### src/rtl/adder_sum_accumulator.sv
// Accumulates N_SAMPLES unsigned adder sums into one total and presents it over valid/ready.
// Optional macro ACC_SATURATE_EN: clamp the total at 2^ACC_W-1 instead of wrapping.
module adder_sum_accumulator #(
  parameter int IN_W      = 5,
  parameter int ACC_W     = 8,
  parameter int N_SAMPLES = 4
) (
  input  logic             clk,
  input  logic             rst_n,
  input  logic             clr,
  input  logic             in_valid,
  input  logic [IN_W-1:0]  in_data,
  output logic             in_ready,
  output logic             out_valid,
  output logic [ACC_W-1:0] out_data,
  output logic             out_ovf,
  input  logic             out_ready
);

  localparam int CNT_W = $clog2(N_SAMPLES + 1);
  localparam logic [CNT_W-1:0] LAST_CNT = CNT_W'(N_SAMPLES - 1);

`ifdef ACC_SATURATE_EN
  localparam bit SAT_EN = 1'b1;
`else
  localparam bit SAT_EN = 1'b0;
`endif

  typedef enum logic {
    ST_ACC = 1'b0,
    ST_OUT = 1'b1
  } state_t;

  state_t           state;
  logic [ACC_W-1:0] acc;
  logic [CNT_W-1:0] cnt;
  logic             ovf;

  logic [ACC_W:0]   sum;
  logic [ACC_W-1:0] total;
  logic             ovf_next;

  // Carry out of the widened sum either clamps to full scale or is dropped (wrap).
  function automatic logic [ACC_W-1:0] fold_sum(input logic [ACC_W:0] s);
    return (SAT_EN && s[ACC_W]) ? {ACC_W{1'b1}} : s[ACC_W-1:0];
  endfunction

  assign in_ready = (state == ST_ACC);

  always_comb begin
    sum      = {1'b0, acc} + (ACC_W + 1)'(in_data);
    total    = fold_sum(sum);
    ovf_next = ovf | sum[ACC_W];
  end

  // Accumulate / present boundary: the completed total is registered straight into out_data.
  always_ff @(posedge clk or negedge rst_n) begin
    if (!rst_n) begin
      state     <= ST_ACC;
      acc       <= '0;
      cnt       <= '0;
      ovf       <= 1'b0;
      out_valid <= 1'b0;
      out_data  <= '0;
      out_ovf   <= 1'b0;
    end else if (clr) begin
      state     <= ST_ACC;
      acc       <= '0;
      cnt       <= '0;
      ovf       <= 1'b0;
      out_valid <= 1'b0;
    end else begin
      case (state)
        ST_ACC: begin
          if (in_valid) begin
            if (cnt == LAST_CNT) begin
              out_valid <= 1'b1;
              out_data  <= total;
              out_ovf   <= ovf_next;
              acc       <= '0;
              cnt       <= '0;
              ovf       <= 1'b0;
              state     <= ST_OUT;
            end else begin
              acc <= total;
              ovf <= ovf_next;
              cnt <= cnt + 1'b1;
            end
          end
        end
        ST_OUT: begin
          if (out_ready) begin
            out_valid <= 1'b0;
            state     <= ST_ACC;
          end
        end
        default: state <= ST_ACC;
      endcase
    end
  end

endmodule

### config.mk
export PLATFORM = sky130hd
export DESIGN_NAME = adder_sum_accumulator
export DESIGN_NICKNAME = d
export VERILOG_FILES = /design/src/rtl/adder_sum_accumulator.sv
export SDC_FILE = /design/constraint.sdc
export NUM_CORES = 1
export LEC_CHECK = 0
export BUFFER_PORTS_ARGS = -buffer_cell sky130_fd_sc_hd__buf_2
export CORE_MARGIN = 2
export CORE_UTILIZATION = 52
export CTS_BUF_LIST = sky130_fd_sc_hd__clkbuf_2
export DETAILED_ROUTE_END_ITERATION = 7
export GPL_TIMING_DRIVEN = 0
export PLACE_DENSITY = 0.82
export RECOVER_POWER = 25
export SLEW_MARGIN = 5
export SYNTH_ARGS = -nofsm -noshare
export SYNTH_HDL_FRONTEND = slang
export SYNTH_SLANG_ARGS = --single-unit
### constraint.sdc
create_clock -name clk -period 1.62 [get_ports clk]
set_input_delay 0.243 -clock clk [delete_from_list [all_inputs] [get_ports clk]]
set_output_delay 0.243 -clock clk [all_outputs]
set_load 0.01 [all_outputs]
# Yosys cells after proc, flatten, opt, wreduce, memory -nomap -nowiden
# Index checks and enable logic that the tools add are counted.
# op_classes
add_sub_neg	2
n_eq_ne	5
mux	22
bitwise_logic	3
n_reduce_logical	4
# op_table
cell	count
$mux 8	4
$mux 1	12
$mux 3	4
$add 8x5->9	1
$ne 3x3->1 const B	2
$pmux 1 s2	2
$reduce_and 4->1	1
$add 3x1->3 const B	1
$eq 3x2->1 const B	1
$ne 3x2->1 const B	1
$reduce_and 3->1	1
$ne 2x2->1 const B	1
$not 1->1	2
$reduce_and 2->1	1
$reduce_bool 2->1	1
$or 1x1->1	1
# totals
ff_bits	23
word_cells	43

# Depth between registers and ports, before layout
# Gate-level depths: netlist of the first run.
# logic_depth
depth_word	6
ltp_mapped	6
ltp_nobuf	6

# Least setup slack after synthesis of the first run
# No wires, ideal clock.
# synth_timing
kind	register to register
from	reg acc[0]
to	reg out_data[4]
setup_time_ps	125
t_arrival_ps	1657
required_ps	1495
slack_ps	-162
stages_incl_launch_ff	7
n_path_buf	0
path_cell_list	dfrtp_1 > ha_1 > fa_1 > a21oi_1 > o21ai_0 > xor2_1 > mux2_2
# synth_via
elab_chain_len	1
# synth_rtl
element	line_no	source
start: declaration	35	logic [ACC_W-1:0] acc;
start signal: assignment	85	acc <= total;
$add 8x5->9	51	sum = {1'b0, acc} + (ACC_W + 1)'(in_data);
end signal: assignment	78	out_data <= total;
end: declaration	15	output logic [ACC_W-1:0] out_data,
# Every way passes these cells.
# A chain may end at the register's enable or synchronous reset.

# Worst setup path after layout of the first run
# layout_timing
from	reg acc[0]
to	reg acc[6]
# layout_via
elab_chain_len	5
# layout_rtl
element	line_no	source
$add 8x5->9	51	
$mux 8	76	if (cnt == LAST_CNT) begin
$mux 8	75	if (in_valid) begin
$mux 8	73	case (state)
$mux 8	66	end else if (clr) begin
# Every way passes these cells. The select of a mux whose other input is x is not followed.

==> run summary, run 1 <==
Switch share: 31.9%
Syn-to-layout area delta: 34.2%
Seq pwr share: 50.8%
Htree depth: 1
Final GP Congestion: 0.804
N_diodes: 0
Pwr Density: 781 nW/um^2
Post-layout minimum cycle time: 1830 ps
Post-Synth Simple-Gate Area: 16.1%
Clock root buffer: clkbuf_2
Routed Antenna Nets: 0
Internal Power: 0.883 mW
Syn_nets: 142
Synth unique cells: 36
Placed Cells incl. Taps: 173
Initial drt markers: 36
Number of flops mapped to enable cells by yosys: 0
Clock share of power: 18.7%
First-pass GRT wire length: 4340 um
Adder-cell share of the synthesized area: 7.69%
PortBufs: 20
Max-cap violation count: 0
Mapped cell area: 1240 um^2
Routed len/inst: 15.8 um
WS Path Type: reg -> reg
Post-synthesis compound-gate area fraction: 21.1%
Vias post-DR: 1,137
Peak VDD IR: 0.623 mV
Total grt overflow: 0
Failing checks: setup timing
Asr flop ratio synth: 100%
Die Ht: 52.8 um
Largest net degree at the start of global routing: 24
Num ports: 21
Startpoint types: flop
DRT Pass-1 Iters: 5
Slew Viols, Final: 0
Register area share after synthesis: 46.6%
XOR/XNOR Fraction of Synth Area: 2.13%
Die width: 52.8 um
Worst-skew pair later-pin latency: 340 ps
Layout Cell Area excl Fill: 1660 um^2
Starting Density: 55.4%
Req. time, crit path: 1920 ps
Period utilisation layout: 113%
Combinational power share: 30.5%
Leak: 0.794 nW
Clock slew at reported path FFs: 210 ps
Max Freq: 545 MHz
Number of remaining DRC errors: 0
RSZ-0062 raised after global routing: yes
CTS sink count: 23
Cell Count, Final, Fillers Out: 192
Nets: 182
Main flop type after synthesis: dfrtp_1
WP data arrival: 2130 ps
Final HPWL DP: 1850 um
DP Area: 1390 um^2
Post-Syn Instances: 125
Synthesis Warnings: 0
Final WL: 3040 um
PnR worst setup slack: -215 ps
Initial antenna violation count: 0
Pre-CTS WS: -232 ps
Clk buf depth: 2
Synthesized area per cell: 9.89 um^2
Status: finished, violations left
Die ar.: 2780 um^2
Cts bufs inserted: 3
Final hold violations: 0
Core Area: 2230 um^2
Finish-stage setup viols: 7
DR vias/cell: 5.92
Num rows: 17
Layout Skew: 5.43 ps
Net Switching: 0.413 mW
Mux cell area share after synthesis: 2.73%
Worst hold path class: in -> reg
CTS tree: done
Main combinational cell family by area after synthesis: compound AO/OA/AOI/OAI gates
Slew HR: 56.8%
Crit Path Max Fanout: 3
Yosys reg bits: 23
WHS: 60.0 ps
Critical Path End Type: flop
Vias in the first global route: 997
Fraction of layout cells with a size suffix above 1: 38.4%
Worst slew pin tran: 646 ps
Total GRT Usage: 22.0%
-- Yosys cell counts (3+ instances only) --
cell | n | share of area [%]
dfrtp_1 | 23 | 47
nand2_1 | 13 | 3.9
a21oi_1 | 9 | 3.6
nor2_1 | 7 | 2.1
o21ai_0 | 7 | 2.8
a22o_1 | 6 | 4.3
ha_1 | 6 | 6.1
inv_1 | 6 | 1.8
nand2b_1 | 5 | 2.5
nand3_1 | 4 | 1.6
a211oi_1 | 3 | 1.8
mux2_2 | 3 | 2.7
o211ai_1 | 3 | 1.8
-- timing repair --
item / in CTS / in global routing
hold buffers: 1 / 0
pin swaps: 9 / 14
resized for setup: 12 / 19
hold endpoints to repair: 23 / 0
buffers inserted: 8 / 9
endpoints found under the setup margin: 19 / 14
-- placed cells by master, fill, tap and decap left out, types with 2 or more instances in the layout --
| master | instances |
|---|---|
| a211o_1 | 2 |
| a211oi_2 | 2 |
| a21oi_1 | 8 |
| a22o_1 | 6 |
| a31oi_1 | 2 |
| buf_2 | 19 |
| buf_4 | 15 |
| clkbuf_2 | 5 |
| dfrtp_1 | 22 |
| ha_4 | 5 |
| inv_1 | 6 |
| mux2_2 | 2 |
| nand2_1 | 12 |
| nand2b_1 | 4 |
| nand3_1 | 3 |
| nor2_1 | 6 |
| nor2_4 | 2 |
| nor2b_1 | 2 |
| nor4_1 | 2 |
| o211ai_1 | 3 |
| o21a_1 | 2 |
| o21ai_0 | 2 |
| o21ai_1 | 4 |
| xor2_1 | 2 |
-- registers in the layout, indices dropped and copies added (netlist names) --
| name | flops |
|---|---|
| cnt | 3 |
| acc | 8 |
| out_valid | 1 |
| ovf | 1 |
| state | 1 |
| out_data | 8 |
| out_ovf | 1 |
-- final timing paths --
check / from / endpoint / slack, ps / depth (start not counted)
setup / recovery: acc[0] / acc[6] / -210 / 7
hold / removal: out_ready / state / 60 / 2
setup reg to reg: acc[0] / acc[6] / -210 / 7
hold reg to reg: out_data[1] / out_data[1] / 510 / 2
max in group asynchronous: rst_n / acc[1] / 840 / 2
min in group asynchronous: rst_n / out_data[5] / 380 / 2
-- layer usage --
metal	part of all wire (%)	track usage, %
met5	0	0
met4	1.0	8.97
met3	2.6	3.43
met1	44	27.8
met2	52	37.3
-- kinds of logic after synthesis --
logic type / count (synthesis)
buffers and inverters: 10
and+or+nand+nor: 40
adders and majority gates: 7
muxes: 3
AOI/OAI and AO/OA: 39
xor gates and xnor gates: 3
DFF: 23
-- worst max-delay path, cell delays in order, from the launching register on --
cell	delay [ps]
dfrtp_1	460
ha_4	180
fa_2	350
a21oi_2	180
o211ai_1	150
buf_4	170
o22ai_1	150
a22o_1	160
-- cell type report --
type	instances	area, um^2
Buffer	2	15.0
Clock buffer	4	20.0
Fill cell	152	574
Inverter	6	22.5
Multi-Input combinational cell	92	752
Sequential cell	23	577
Tap cell	28	35.0
Timing Repair Buffer	37	238
-- power groups by stage --
| stage | clock (mW) | combinational, mW | sequential, mW |
|---|---|---|---|
| 2_1_floorplan | 0 | 0.185 | 0.675 |
| 3_3_place_gp | 0 | 0.283 | 0.659 |
| 3_5_place_dp | 0 | 0.295 | 0.662 |
| 4_1_cts | 0.241 | 0.349 | 0.653 |
| 5_1_grt | 0.267 | 0.434 | 0.667 |
| 6_report | 0.243 | 0.395 | 0.659 |
-- stage by stage --
| step | utilization [%] | TNS (ps) | power, mW |
|---|---|---|---|
| 2_1_floorplan | - | -94.0 | 0.860 |
| 3_3_place_gp | 62.2 | -1450 | 0.943 |
| 3_5_place_dp | 62.2 | -2240 | 0.958 |
| 4_1_cts | 68.1 | -483 | 1.24 |
| 5_1_grt | 74.3 | -1390 | 1.37 |
| 6_report | 74.3 | -855 | 1.30 |
No activity file was read; power rests on OpenSTA's default activity.
==> run 2: changes to the inputs <==
Settings changed: GPL_TIMING_DRIVEN 0 to not set.
Clock period 1.62 ns to 1.6 ns, I/O delays scaled along.
==> run summary, run 2 (synthesis gave the netlist of run 1 again) <==
PnR worst setup slack: -190 ps (+24.8 ps)
Core Area: 2230 um^2 (unchanged)
Top Registers: acc (8), out_data (8), cnt (3)
Layout Skew: 7.08 ps (+1.65 ps)
Die Ht: 52.8 um (unchanged)
Initial drt markers: 45 (+25%)
Finished Core Util: 75.4% (+1.1 points)
Critical Path End Type: flop
Hold endpoint: state
Nets: 185 (+1.6%)
Total grt overflow: 0 (unchanged)
Clock root buffer: clkbuf_2
Period utilisation layout: 112% (-1.4 points)
Reg2reg start: acc[0]
Post-layout minimum cycle time: 1790 ps (-44.8 ps)
Die width: 52.8 um (unchanged)
Fraction of layout cells with a size suffix above 1: 41.9% (+3.5 points)
Initial antenna violation count: 0 (unchanged)
Syn-to-layout area delta: 36.1%
N_diodes: 0 (unchanged)
Final HPWL DP: 2230 um (+21%)
Htree depth: 1 (unchanged)
Status: finished, violations left
Hold_sp: out_ready
Req. time, crit path: 1870 ps (-50 ps)
RSZ-0062 raised after global routing: yes
Post-layout power: 1.36 mW (+4.9%)
Worst slew pin tran: 626 ps (-20.3 ps)
Min-Delay Path Depth: 2 (unchanged)
Max-cap violation count: 0 (unchanged)
First-pass GRT wire length: 5410 um (+25%)
DRT Pass-1 Iters: 4 (-1)
CTS tree: done
Worst-skew pair later-pin latency: 350 ps (about the same)
Most frequent cells in the layout: dfrtp_1 (22), buf_4 (20), buf_2 (19)
Max Freq: 559 MHz (+2.5%)
PortBufs: 20 (unchanged)
Die ar.: 2780 um^2 (unchanged)
R2R Setup Slk: -190 ps (+20 ps)
Startpoint types: flop
Worst hold path class: in -> reg
Crit Path Max Fanout: 2 (-1)
Starting Density: 55.4% (unchanged)
Failing checks: setup timing
Final hold violations: 0 (unchanged)
Num rows: 17 (unchanged)
Largest net degree at the start of global routing: 24 (unchanged)
Vias post-DR: 1,139 (+0.18%)
Slew HR: 58.1% (+1.4 points)
Final GP Congestion: 0.875 (+8.8%)
Most common cell after layout, fill and taps aside: dfrtp_1
Final WL: 3400 um (+12%)
Num ports: 21 (unchanged)
Finish-stage setup viols: 10 (+3)
Routed Antenna Nets: 0 (unchanged)
Cts bufs inserted: 3 (unchanged)
Number of remaining DRC errors: 0 (unchanged)
Routed len/inst: 17.4 um (+10%)
Placed Cells incl. Taps: 184 (+6.4%)
DR vias/cell: 5.84 (-1.4%)
Clk buf depth: 2 (unchanged)
WS Path Type: reg -> reg
Slew Viols, Final: 0 (unchanged)
CTS sink count: 23 (unchanged)
Cell Count, Final, Fillers Out: 195 (+1.6%)
Pwr Density: 808 nW/um^2 (+3.4%)
Peak VDD IR: 0.583 mV (-6.3%)
Vias in the first global route: 1,153 (+16%)
R2R cell count: 6 (-1)
Total GRT Usage: 27.4% (+5.4 points)
Clock slew at reported path FFs: 220 ps (about the same)
Reg2reg end: out_data[2]
WP data arrival: 2060 ps (-70 ps)
Leak: 0.812 nW (+2.3%)
## run 2: cell count changes in the layout (fill, tap and decap cells not counted), sizes merged
cell    delta
clkinv     +1
clkbuf     -2
buf        +4
## run 2: what timing repair did
action,in CTS,in global routing
hold endpoints to repair,23,0
pin swaps,9,13
setup buffers,4,3
endpoints found under the setup margin,12,16
gates resized for setup,18,14
hold buffers,1,0
## run 2: power by group
part           internal (mW)  leakage (nW)  switching, mW
Combinational          0.220         0.485          0.228
Clock                 0.0567        0.0164          0.185
Sequential             0.633         0.311         0.0382
## run 2: area by class of cell
type | instances | area (um^2)
multi-input combinational | 92 | 757
inverter | 6 | 22.5
timing repair buffer | 42 | 272
clock inverter | 1 | 5.00
clock buffer | 3 | 15.0
fill | 148 | 551
tap | 28 | 35.0
sequential | 23 | 577
## run 2: worst max path at each step
stage / depth (start not counted) / endpoint / startpoint / slack, ps
final: 6 / out_data[2] / acc[0] / -190
after global routing: 7 / out_data[6] / acc[0] / -230
after CTS: 6 / out_data[4] / acc[0] / -150
after detailed placement: 6 / out_ovf / acc[0] / -190
after global placement: 6 / out_data[4] / acc[0] / -90
after floorplan: 6 / out_data[5] / state / -70
## run 2: stage by stage
step | setup WS (ps) | area, um^2 | hold slack (ps) | setup TNS, ps
5_1_grt | -233 | 1680 | 76.6 | -1700
3_3_place_gp | -90.1 | 1470 | 241 | -401
3_5_place_dp | -187 | 1470 | 248 | -1150
4_1_cts | -150 | 1600 | 56.5 | -921
2_1_floorplan | -73.7 | 1250 | -55.6 | -156
6_report | -190 | 1680 | 89.7 | -1240
## run 2: critical path, stage by stage, from the launching register on
cell and delay (ps):
dfrtp_1 450, ha_2 200, fa_2 370, buf_4 150, buf_6 110, xor2_2 170, mux2_4 260
## run 2: routing by layer
layer  GRT usage, %  wire [um]  vias up
li1               -          -      535
met1           34.1       1380      553
met2           46.5       1790       39
met3           4.29        136       12
met4           12.0         93        0
met5              0          0        -
==> run 3: changes to the inputs <==
Settings changed: ABC_AREA set to 1, PLACE_DENSITY 0.82 to 0.81.
==> run summary, run 3 <==
Crit path buffers/inverters: 0 (-2)
Nets: 195 (+5.4%)
Number of remaining DRC errors: 0 (unchanged)
Fraction of layout cells with a size suffix above 1: 29.4% (-13 points)
Layout Skew: 12.9 ps (+5.82 ps)
Core Area: 2250 um^2 (+0.95%)
PnR worst setup slack: 24.2 ps (+214 ps)
Vias post-DR: 1,065 (-6.5%)
M1 GR Usage: 30.2% (-3.9 points)
Register area share after synthesis: 45.1% (-1.4 points)
Critical path's largest stage delay: 460 ps (about the same)
Total grt overflow: 0 (unchanged)
Post-Syn Instances: 152 (+22%)
Most frequent cells in the layout: nand2_1 (48), dfrtp_1 (23), buf_2 (19)
PortBufs: 20 (unchanged)
Routed len/inst: 12.8 um (-26%)
Worst-skew pair later-pin latency: 340 ps (about the same)
Die Ht: 53.5 um (+1.4%)
Synth unique cells: 24 (-33%)
Asr flop ratio synth: 100% (unchanged)
DRT Pass-1 Iters: 4 (unchanged)
Final HPWL DP: 1880 um (-16%)
Worst path slowest cell: dfrtp_1
Post-synth top area share: 45.1% (-1.4 points)
Peak VDD IR: 0.662 mV (+14%)
Die width: 53.5 um (+1.4%)
Post-synthesis compound-gate area fraction: 9.03% (-12 points)
Mux cell area share after synthesis: 0% (-2.7 points)
RSZ-0062 raised after global routing: yes
Most used cell, CP: nand3_2
Num rows: 17 (unchanged)
Synthesis Warnings: 0 (unchanged)
Most common cell after layout, fill and taps aside: nand2_1
Clock slew at reported path FFs: 220 ps (about the same)
Critical Path End Type: flop
Worst slew pin tran: 571 ps (-54.3 ps)
Dominant cell type by area after synthesis: dfrtp_1
Starting Density: 56.5% (+1.2 points)
Top Registers: acc (8), out_data (8), cnt (3)
WS Path Type: reg -> reg
Finish-stage setup viols: 0 (-10)
Req. time, crit path: 1870 ps (about the same)
Cell family with most CP delay: adder cells
First-pass GRT wire length: 4570 um (-15%)
Mapped cell area: 1270 um^2 (+3.1%)
Largest net degree at the start of global routing: 24 (unchanged)
Max-cap violation count: 0 (unchanged)
Fillers: 202 (+36%)
Max Freq: 635 MHz (+14%)
Slew HR: 61.9% (+3.8 points)
Pre-CTS WS: -28.0 ps (+159 ps)
XOR/XNOR Fraction of Synth Area: 0.687% (-1.4 points)
Met3 global-route usage: 2.54% (-1.7 points)
WHS: 47.4 ps (-42.4 ps)
Synthesized area per cell: 8.39 um^2 (-15%)
Cell Count, Final, Fillers Out: 205 (+5.1%)
Post-layout power: 1.37 mW (+0.68%)
Syn-to-layout area delta: 17.4%
Adder-cell share of the synthesized area: 7.46% (-0.23 points)
Clk buf depth: 2 (unchanged)
Routed Antenna Nets: 0 (unchanged)
Worst hold path class: in -> reg
WP data arrival: 1850 ps (-210 ps)
Clock root buffer: clkbuf_2
Yosys reg bits: 23 (unchanged)
Status: finished clean
CTS sink count: 23 (unchanged)
Main flop type after synthesis: dfrtp_1
Commonest cells in the netlist: nand2_1 (49), dfrtp_1 (23), nand3_1 (21), inv_1 (16), ha_1 (6)
Pwr Density: 915 nW/um^2 (+13%)
Final hold violations: 0 (unchanged)
Placed Cells incl. Taps: 200 (+8.7%)
Most Crowded Layer GR: met2
Final WL: 2630 um (-23%)
Final GP Congestion: 0.808 (-7.6%)
Top cells by area, synth: dfrtp_1 (45%), nand2_1 (14%), nand3_1 (8.2%)
CTS tree: done
Initial drt markers: 19 (-58%)
Number of flops mapped to enable cells by yosys: 0 (unchanged)
Setup_tns: 0 ps (+1240 ps)
Post-layout minimum cycle time: 1580 ps (-214 ps)
Syn_nets: 169 (+19%)
Met2 Resource Use GR: 37.0% (-9.4 points)
Vias in the first global route: 1,081 (-6.2%)
Die ar.: 2860 um^2 (+2.9%)
Post-Synth Simple-Gate Area: 30.4% (+14 points)
Initial antenna violation count: 0 (unchanged)
N_diodes: 0 (unchanged)
Htree depth: 1 (unchanged)
Total GRT Usage: 22.5% (-4.9 points)
Num ports: 21 (unchanged)
Period utilisation layout: 98.5% (-13 points)
Cell Chain, Critical Path: ha_4 -> fa_2 -> nand3_2 -> nand2_2 -> or2_4 -> nand3_2 -> nand2_1
Cts bufs inserted: 3 (unchanged)
Leak: 0.883 nW (+8.7%)
DR vias/cell: 5.20 (-11%)
Startpoint types: flop
Main combinational cell family by area after synthesis: simple AND/OR/NAND/NOR gates
Slew Viols, Final: 0 (unchanged)
Most numerous cell in the Yosys netlist: nand2_1
Crit Path Max Fanout: 3 (+1)
-- run 3: cell types whose count changed in the layout (fill, tap and decap cells not counted), moves of 5 or more --
cell	change
o21ai_1	-5
nand3_2	+6
a22o_1	-5
nand2_1	+35
a21oi_1	-5
nand3_1	+11
buf_4	-19
inv_1	+10
-- run 3: worst register-to-register path, cell delays in order (launching register included) --
cell and delay (ps):
dfrtp_1 460, ha_4 180, fa_2 360, nand3_2 100, nand2_2 70, or2_4 250, nand3_2 50, nand2_1 50
-- run 3: cells by family after synthesis --
| logic type | Yosys count |
|---|---|
| adders and majority gates | 7 |
| and+or+nand+nor | 82 |
| buffers and inverters | 22 |
| DFF | 23 |
| AOI/OAI and AO/OA | 17 |
| xor gates and xnor gates | 1 |
-- run 3: power by group --
| part | total, mW | switching [mW] | internal [mW] |
|---|---|---|---|
| sequential | 0.718 | 0.0546 | 0.663 |
| combinational | 0.418 | 0.243 | 0.175 |
| clock | 0.233 | 0.177 | 0.0566 |
| total | 1.37 | 0.474 | 0.895 |
-- run 3: cell type report --
class / count / area, um^2 / share of cell area, %
clock buffers: 3 / 15.0 / 1.00
inverters: 21 / 81.3 / 5.43
repair buffers: 22 / 118 / 7.86
well taps: 28 / 35.0 / 2.34
multi-input cells: 107 / 667 / 44.6
clock inverters: 1 / 5.00 / 0.334
flip-flops and latches: 23 / 576 / 38.5
-- run 3: final timing paths --
check                      cells after the start      start           to  slack [ps]
max                                            7     acc[0]  out_data[4]          20
min                                            2  out_ready        state          50
max reg2reg                                    7     acc[0]  out_data[4]          20
min reg2reg                                    2    out_ovf      out_ovf         500
max in group asynchronous                      2      rst_n    out_valid         840
min in group asynchronous                      2      rst_n       acc[6]         380
-- run 3: through the flow --
stage / instance area (um^2) / util, %
after floorplan: 1280 / -
after global placement: 1410 / 62.5
after detailed placement: 1410 / 62.5
after CTS: 1480 / 65.6
after global routing: 1500 / 66.4
final: 1500 / 66.4
-- run 3: repair_timing --
| action | in CTS | in global routing |
|---|---|---|
| hold buffers | 1 | 0 |
| cloned | 0 | 0 |
| hold endpoints to repair | 23 | 0 |
| pin swaps | 3 | 4 |
| buffers inserted | 0 | 0 |
| setup endpoints to repair | 2 | 14 |
| gates resized for setup | 8 | 4 |
-- run 3: metal layers --
layer | wire, um | up-vias
li1 | - | 538
met1 | 1190 | 497
met2 | 1290 | 25
met3 | 106 | 5
met4 | 34 | 0
met5 | 0 | -
